`src/rtl/ysyx_22050039_ifu_pkg.sv`:
```
// ============================================================================
// Module  : ysyx_22050039_ifu_pkg
// Brief   : Shared fetch-unit types and default constants.
// Revision: 1.0
// ============================================================================
`default_nettype none

package ysyx_22050039_ifu_pkg;

    localparam int unsigned    IFU_XLEN     = 64;
    localparam int unsigned    IFU_INST_LEN = 32;
    localparam logic [63:0]    IFU_RESET_PC = 64'h8000_0000;

    typedef enum logic [1:0] {
        REQ   = 2'd0,
        WAIT  = 2'd1,
        HOLD  = 2'd2,
        FAULT = 2'd3
    } Ifu_state;

endpackage

`default_nettype wire

```
`src/rtl/ysyx_22050039_Reg.sv`:
```
// ============================================================================
// Module  : ysyx_22050039_Reg
// Brief   : Write-enabled register with synchronous reset to a fixed value.
// Revision: 1.0
// ============================================================================
`default_nettype none

module ysyx_22050039_Reg #(
    parameter int unsigned       WIDTH     = 1,
    parameter logic [WIDTH-1:0]  RESET_VAL = '0
) (
    input  logic             clk,
    input  logic             rst,
    input  logic             wen_i,
    input  logic [WIDTH-1:0] d_i,
    output logic [WIDTH-1:0] q_o
);

    always_ff @(posedge clk) begin
        if (rst) begin
            q_o <= RESET_VAL;
        end else if (wen_i) begin
            q_o <= d_i;
        end
    end

endmodule

`default_nettype wire

```
`src/rtl/ysyx_22050039_ifu.sv`:
```
// ============================================================================
// Module  : ysyx_22050039_ifu
// Brief   : Single-outstanding instruction fetch unit with redirect/kill.
// Revision: 1.0
// ============================================================================
`default_nettype none

module ysyx_22050039_ifu
    import ysyx_22050039_ifu_pkg::*;
#(
    parameter int unsigned      XLEN     = IFU_XLEN,
    parameter int unsigned      INST_LEN = IFU_INST_LEN,
    parameter logic [XLEN-1:0]  RESET_PC = XLEN'(IFU_RESET_PC)
) (
    input  logic                clk,
    input  logic                rst,
    input  logic                redirect_valid,
    input  logic [XLEN-1:0]     redirect_pc,
    output logic                mem_req_valid,
    input  logic                mem_req_ready,
    output logic [XLEN-1:0]     mem_req_addr,
    input  logic                mem_rsp_valid,
    input  logic [INST_LEN-1:0] mem_rsp_data,
    output logic                inst_valid,
    input  logic                inst_ready,
    output logic [INST_LEN-1:0] inst,
    output logic [XLEN-1:0]     inst_pc,
    output logic                fetch_fault
);

    Ifu_state            state_q, state_d;
    logic [XLEN-1:0]     pc_q, pc_d;
    logic                pc_wen;
    logic                kill_q, kill_d;
    logic [INST_LEN-1:0] inst_q, inst_d;
    logic [XLEN-1:0]     inst_pc_q, inst_pc_d;
    logic                redir_ok, redir_bad;

    assign redir_ok  = redirect_valid && (redirect_pc[1:0] == 2'b00);
    assign redir_bad = redirect_valid && (redirect_pc[1:0] != 2'b00);

    ysyx_22050039_Reg #(
        .WIDTH     (XLEN),
        .RESET_VAL (RESET_PC)
    ) u_pc (
        .clk   (clk),
        .rst   (rst),
        .wen_i (pc_wen),
        .d_i   (pc_d),
        .q_o   (pc_q)
    );

    always_ff @(posedge clk) begin
        if (rst) begin
            state_q   <= REQ;
            kill_q    <= 1'b0;
            inst_q    <= '0;
            inst_pc_q <= '0;
        end else begin
            state_q   <= state_d;
            kill_q    <= kill_d;
            inst_q    <= inst_d;
            inst_pc_q <= inst_pc_d;
        end
    end

    always_comb begin
        state_d   = state_q;
        pc_d      = pc_q;
        pc_wen    = 1'b0;
        kill_d    = kill_q;
        inst_d    = inst_q;
        inst_pc_d = inst_pc_q;

        if (state_q != FAULT && redir_bad) begin
            state_d = FAULT;
            pc_d    = redirect_pc;
            pc_wen  = 1'b1;
        end else begin
            case (state_q)
                REQ: begin
                    if (redir_ok) begin
                        pc_d   = redirect_pc;
                        pc_wen = 1'b1;
                    end
                    // A request accepted alongside a redirect carries the old PC.
                    if (mem_req_ready) begin
                        state_d = WAIT;
                        kill_d  = redir_ok;
                    end
                end
                WAIT: begin
                    if (redir_ok) begin
                        pc_d   = redirect_pc;
                        pc_wen = 1'b1;
                    end
                    if (mem_rsp_valid) begin
                        kill_d = 1'b0;
                        if (kill_q || redir_ok) begin
                            state_d = REQ;
                        end else begin
                            inst_d    = mem_rsp_data;
                            inst_pc_d = pc_q;
                            state_d   = HOLD;
                        end
                    end else if (redir_ok) begin
                        kill_d = 1'b1;
                    end
                end
                HOLD: begin
                    if (redir_ok) begin
                        pc_d    = redirect_pc;
                        pc_wen  = 1'b1;
                        state_d = REQ;
                    end else if (inst_ready) begin
                        pc_d    = pc_q + XLEN'(4);
                        pc_wen  = 1'b1;
                        state_d = REQ;
                    end
                end
                default: begin
                end
            endcase
        end
    end

    assign mem_req_valid = (state_q == REQ) && !rst;
    assign mem_req_addr  = pc_q;
    assign inst_valid    = (state_q == HOLD);
    assign inst          = inst_q;
    assign inst_pc       = inst_pc_q;
    assign fetch_fault   = (state_q == FAULT);

    a_no_rsp_on_accept: assert property (@(posedge clk) disable iff (rst)
        !(state_q == REQ && mem_req_ready && mem_rsp_valid));

endmodule

`default_nettype wire

```
`config.mk`:
```
export PLATFORM = sky130hd
export DESIGN_NAME = ysyx_22050039_ifu
export DESIGN_NICKNAME = d
export VERILOG_FILES = /design/src/rtl/ysyx_22050039_ifu_pkg.sv /design/src/rtl/ysyx_22050039_Reg.sv /design/src/rtl/ysyx_22050039_ifu.sv
export SDC_FILE = /design/constraint.sdc
export NUM_CORES = 1
export LEC_CHECK = 0
export ABC_AREA = 1
export BUFFER_PORTS_ARGS = -buffer_cell sky130_fd_sc_hd__buf_2
export CORE_ASPECT_RATIO = 1.2
export CORE_MARGIN = 4
export CORE_UTILIZATION = 45
export DETAILED_ROUTE_END_ITERATION = 12
export GPL_TIMING_DRIVEN = 0
export PLACE_DENSITY = 0.69
export SYNTH_ARGS = -nofsm -noshare
export SYNTH_HDL_FRONTEND = slang
export SYNTH_HIERARCHICAL = 1
export SYNTH_SLANG_ARGS = --single-unit
```
`constraint.sdc`:
```
create_clock -name clk -period 4.5 [get_ports clk]
set_input_delay 0.45 -clock clk [delete_from_list [all_inputs] [get_ports clk]]
set_output_delay 0.45 -clock clk [all_outputs]
set_load 0.005 [all_outputs]
```
==> results.cfg <==
[cts]
post_cts_buffers = 0
ctsHoldBuffers = 0
cts_root_buffer = clkbuf_16
clkTransAtPathRegs_ns = 0.08
cts.sinks = 163
htree_levels = 4
cts_resized = 0
clk_latency_ns = 0.45
cts_tree = yes
clockBufferDepth = 2
cts_buffers = 17

[cells_and_area]
fin_area_um2 = 13200
n_fill_cell = 2470
area_growth_pct = 21.5
drive_gt1_frac = 0.171
fin_cells = 2485
layout_commonest_cell = nand2_1
final_nets = 2261
final_cell_mix = nand2_1, nor2_1, buf_2

[setup_path]
cp-start-kind = flip-flop
crit_arrival_ns = 3.57
worst_r2r_endpoint = u_pc/q_o[35]
worst_path_max_delay_cell = clkbuf_1
crit_type = flip-flop to flip-flop
crit_path_start = state_q[1]
worstSetupEndpointType = flip-flop
crit_end = u_pc/q_o[35]
crit_path_max_incr_delay_ns = 0.54
worstPathRequired_ns = 4.90
path_cells = ha_1 -> buf_2 -> inv_2 -> nand2_2 -> clkbuf_1 -> clkbuf_1 -> o21ai_0 -> buf_6 -> buf_4 -> nand2_1 -> nand2_1 -> nor2_1
reg2reg_slack_ns = 1.32
r2r_start = state_q[1]
path_max_fanout = 10
ff2ff_path_depth = 12

[floorplan]
core-area_um2 = 23400
initial_core_util = 0.463
die_y_um = 178
io_pins = 265
rows = 61
die_area_um2 = 26700
dieWidth_um = 150

[yosys]
synth_seq_cells = 163
yosys.area_share.xor_xnor = 0
synth_top_family_by_area = simple AND/OR/NAND/NOR gates
synth_edf_count = 0
synth_compound_area_frac = 0.150
seq_area_frac_synth = 0.301
synthSimpleGateAreaFrac = 0.420
synth_cells = 1871
yosys_warnings = 6
synth_cell_type_count = 42
synth_nets = 1978
synthAdderAreaFrac = 0.00577
synth_area_um2 = 10800
synth_top_flop_cell = dfxtp_1
synth.avg_cell_area_um2 = 5.80
synth_mux_area_frac = 0
async_reset_ff_frac = 0

[routing]
vias = 13700
wl_per_cell_um = 20.3
ant_nets = 0
drt_first_iter_violations = 1245
drtPass1Iterations = 7
drc = 0
vias_per_cell = 5.53
totalWireLength_mm = 50.3

[timing]
skew_ns = 0.0125
fin_crit_sh = 0.706
setup_tns_ns = 0
tightest_slew_ns = 0.947
max_freq_ghz = 0.315
finalSetupViolCount = 0
rsz0062_at_grt = no
finalHoldViolCount = 0
slew_headroom = 0.369
fin_crit_ns = 3.18
slew_violations = 0

[place]
dpl.hpwl_mm = 38.4
gp_congestion = 1.04
dp.cells = 2450
port_buffers = 264
placedInstanceArea_um2 = 12600

[pwr]
leakage_nw = 6.26
vdd_drop_max_uv = 294
p_per_area_nw_per_um2 = 527
total_power_mw = 6.94

[global_route]
gr-total-overflow = 0
grt_pass1_wl_mm = 74.6
antenna_found_initial = 1
grt_max_degree = 20
first_global_vias = 12700
track_usage = 0.368

[run_status]
status = finished clean

[flow_run]
maxCapViolCount = 0

[hold_path]
hold_path_class = primary input to flip-flop
==> worst min-delay path by stage <==
stage	start	endpoint	slack, ns	cells past startpoint
floorplan	inst[0]	inst[0]	0.46	2
global placement	inst_pc[19]	inst_pc[19]	0.44	2
detailed placement	inst[12]	inst[12]	0.45	2
CTS	mem_rsp_data[6]	inst[6]	0.23	3
global route	mem_rsp_data[19]	inst[19]	0.23	3
finish	mem_rsp_data[6]	inst[6]	0.24	3
==> stage by stage <==
stage | hold WS (ns) | setup slack [ns] | utilization
final | 0.242 | 1.32 | 0.562
after detailed placement | 0.448 | 1.45 | 0.536
after global routing | 0.230 | 1.21 | 0.562
after CTS | 0.235 | 1.42 | 0.562
after global placement | 0.445 | 1.45 | 0.536
after floorplan | 0.456 | 2.34 | -
==> critical path, delay by kind of cell, from the launching register on <==
family,cells,cell delay (ns)
AOI/OAI and AO/OA,1,0.31
adders and majority gates,1,0.18
buffers and inverters,6,1.90
DFF,1,0.37
and+or+nand+nor,4,0.35
==> power breakdown <==
group | total, mW | switching [mW] | internal (mW)
sequential | 2.16 | 0.439 | 1.72
clock | 1.53 | 0.773 | 0.754
combinational | 3.25 | 2.16 | 1.10
==> synth_stat cells, types with 3 or more instances <==
cell type / number / area [um2]
nor2_2: 12 / 75.1
buf_2: 23 / 115
a21oi_1: 86 / 430
inv_2: 6 / 22.5
nor2_1: 335 / 1260
a31oi_1: 5 / 31.3
nand3_1: 108 / 541
or2_2: 7 / 43.8
dfxtp_1: 163 / 3260
inv_1: 208 / 781
nor3_1: 27 / 135
nand3b_1: 10 / 75.1
nand2_2: 3 / 18.8
nor3_2: 3 / 30.0
a211oi_1: 38 / 285
buf_4: 7 / 52.6
ha_1: 5 / 62.6
o211ai_1: 17 / 128
o2111ai_1: 9 / 78.8
buf_6: 12 / 135
clkbuf_1: 50 / 188
buf_1: 9 / 33.8
o22ai_1: 4 / 25.0
nand2_1: 556 / 2090
o21ai_0: 109 / 546
nand4_1: 37 / 231
and2_1: 3 / 18.8
==> per-layer routing <==
layer / up-vias / part of all wire / global-route usage
met4: 0 / 0.057 / 0.201
met1: 6259 / 0.40 / 0.461
met2: 771 / 0.46 / 0.603
met3: 162 / 0.088 / 0.0602
li1: 6540 / - / -
met5: - / 0 / 0
==> flip-flops by register name, summed over array words and instances (netlist names) <==
name      flops
u_pc/q_o     64
state_q       2
inst         32
kill_q        1
inst_pc      64
==> cells by family after synthesis <==
| group | count (synthesis) |
|---|---|
| compound gates | 281 |
| flops | 163 |
| simple gates | 1106 |
| fa+ha+maj | 5 |
| buf+inv | 316 |
==> final cells by class <==
type,count,area [um2],share of cell area
timing repair buffer,264,1320,0.100
tap,315,394,0.0299
buffer,101,524,0.0398
clock buffer,17,425,0.0323
inverter,215,807,0.0613
multi-input combinational,1392,6250,0.475
antenna,3,7.51,0.000570
clock inverter,15,180,0.0137
sequential,163,3260,0.248
Power figures use the tool's default switching activity.
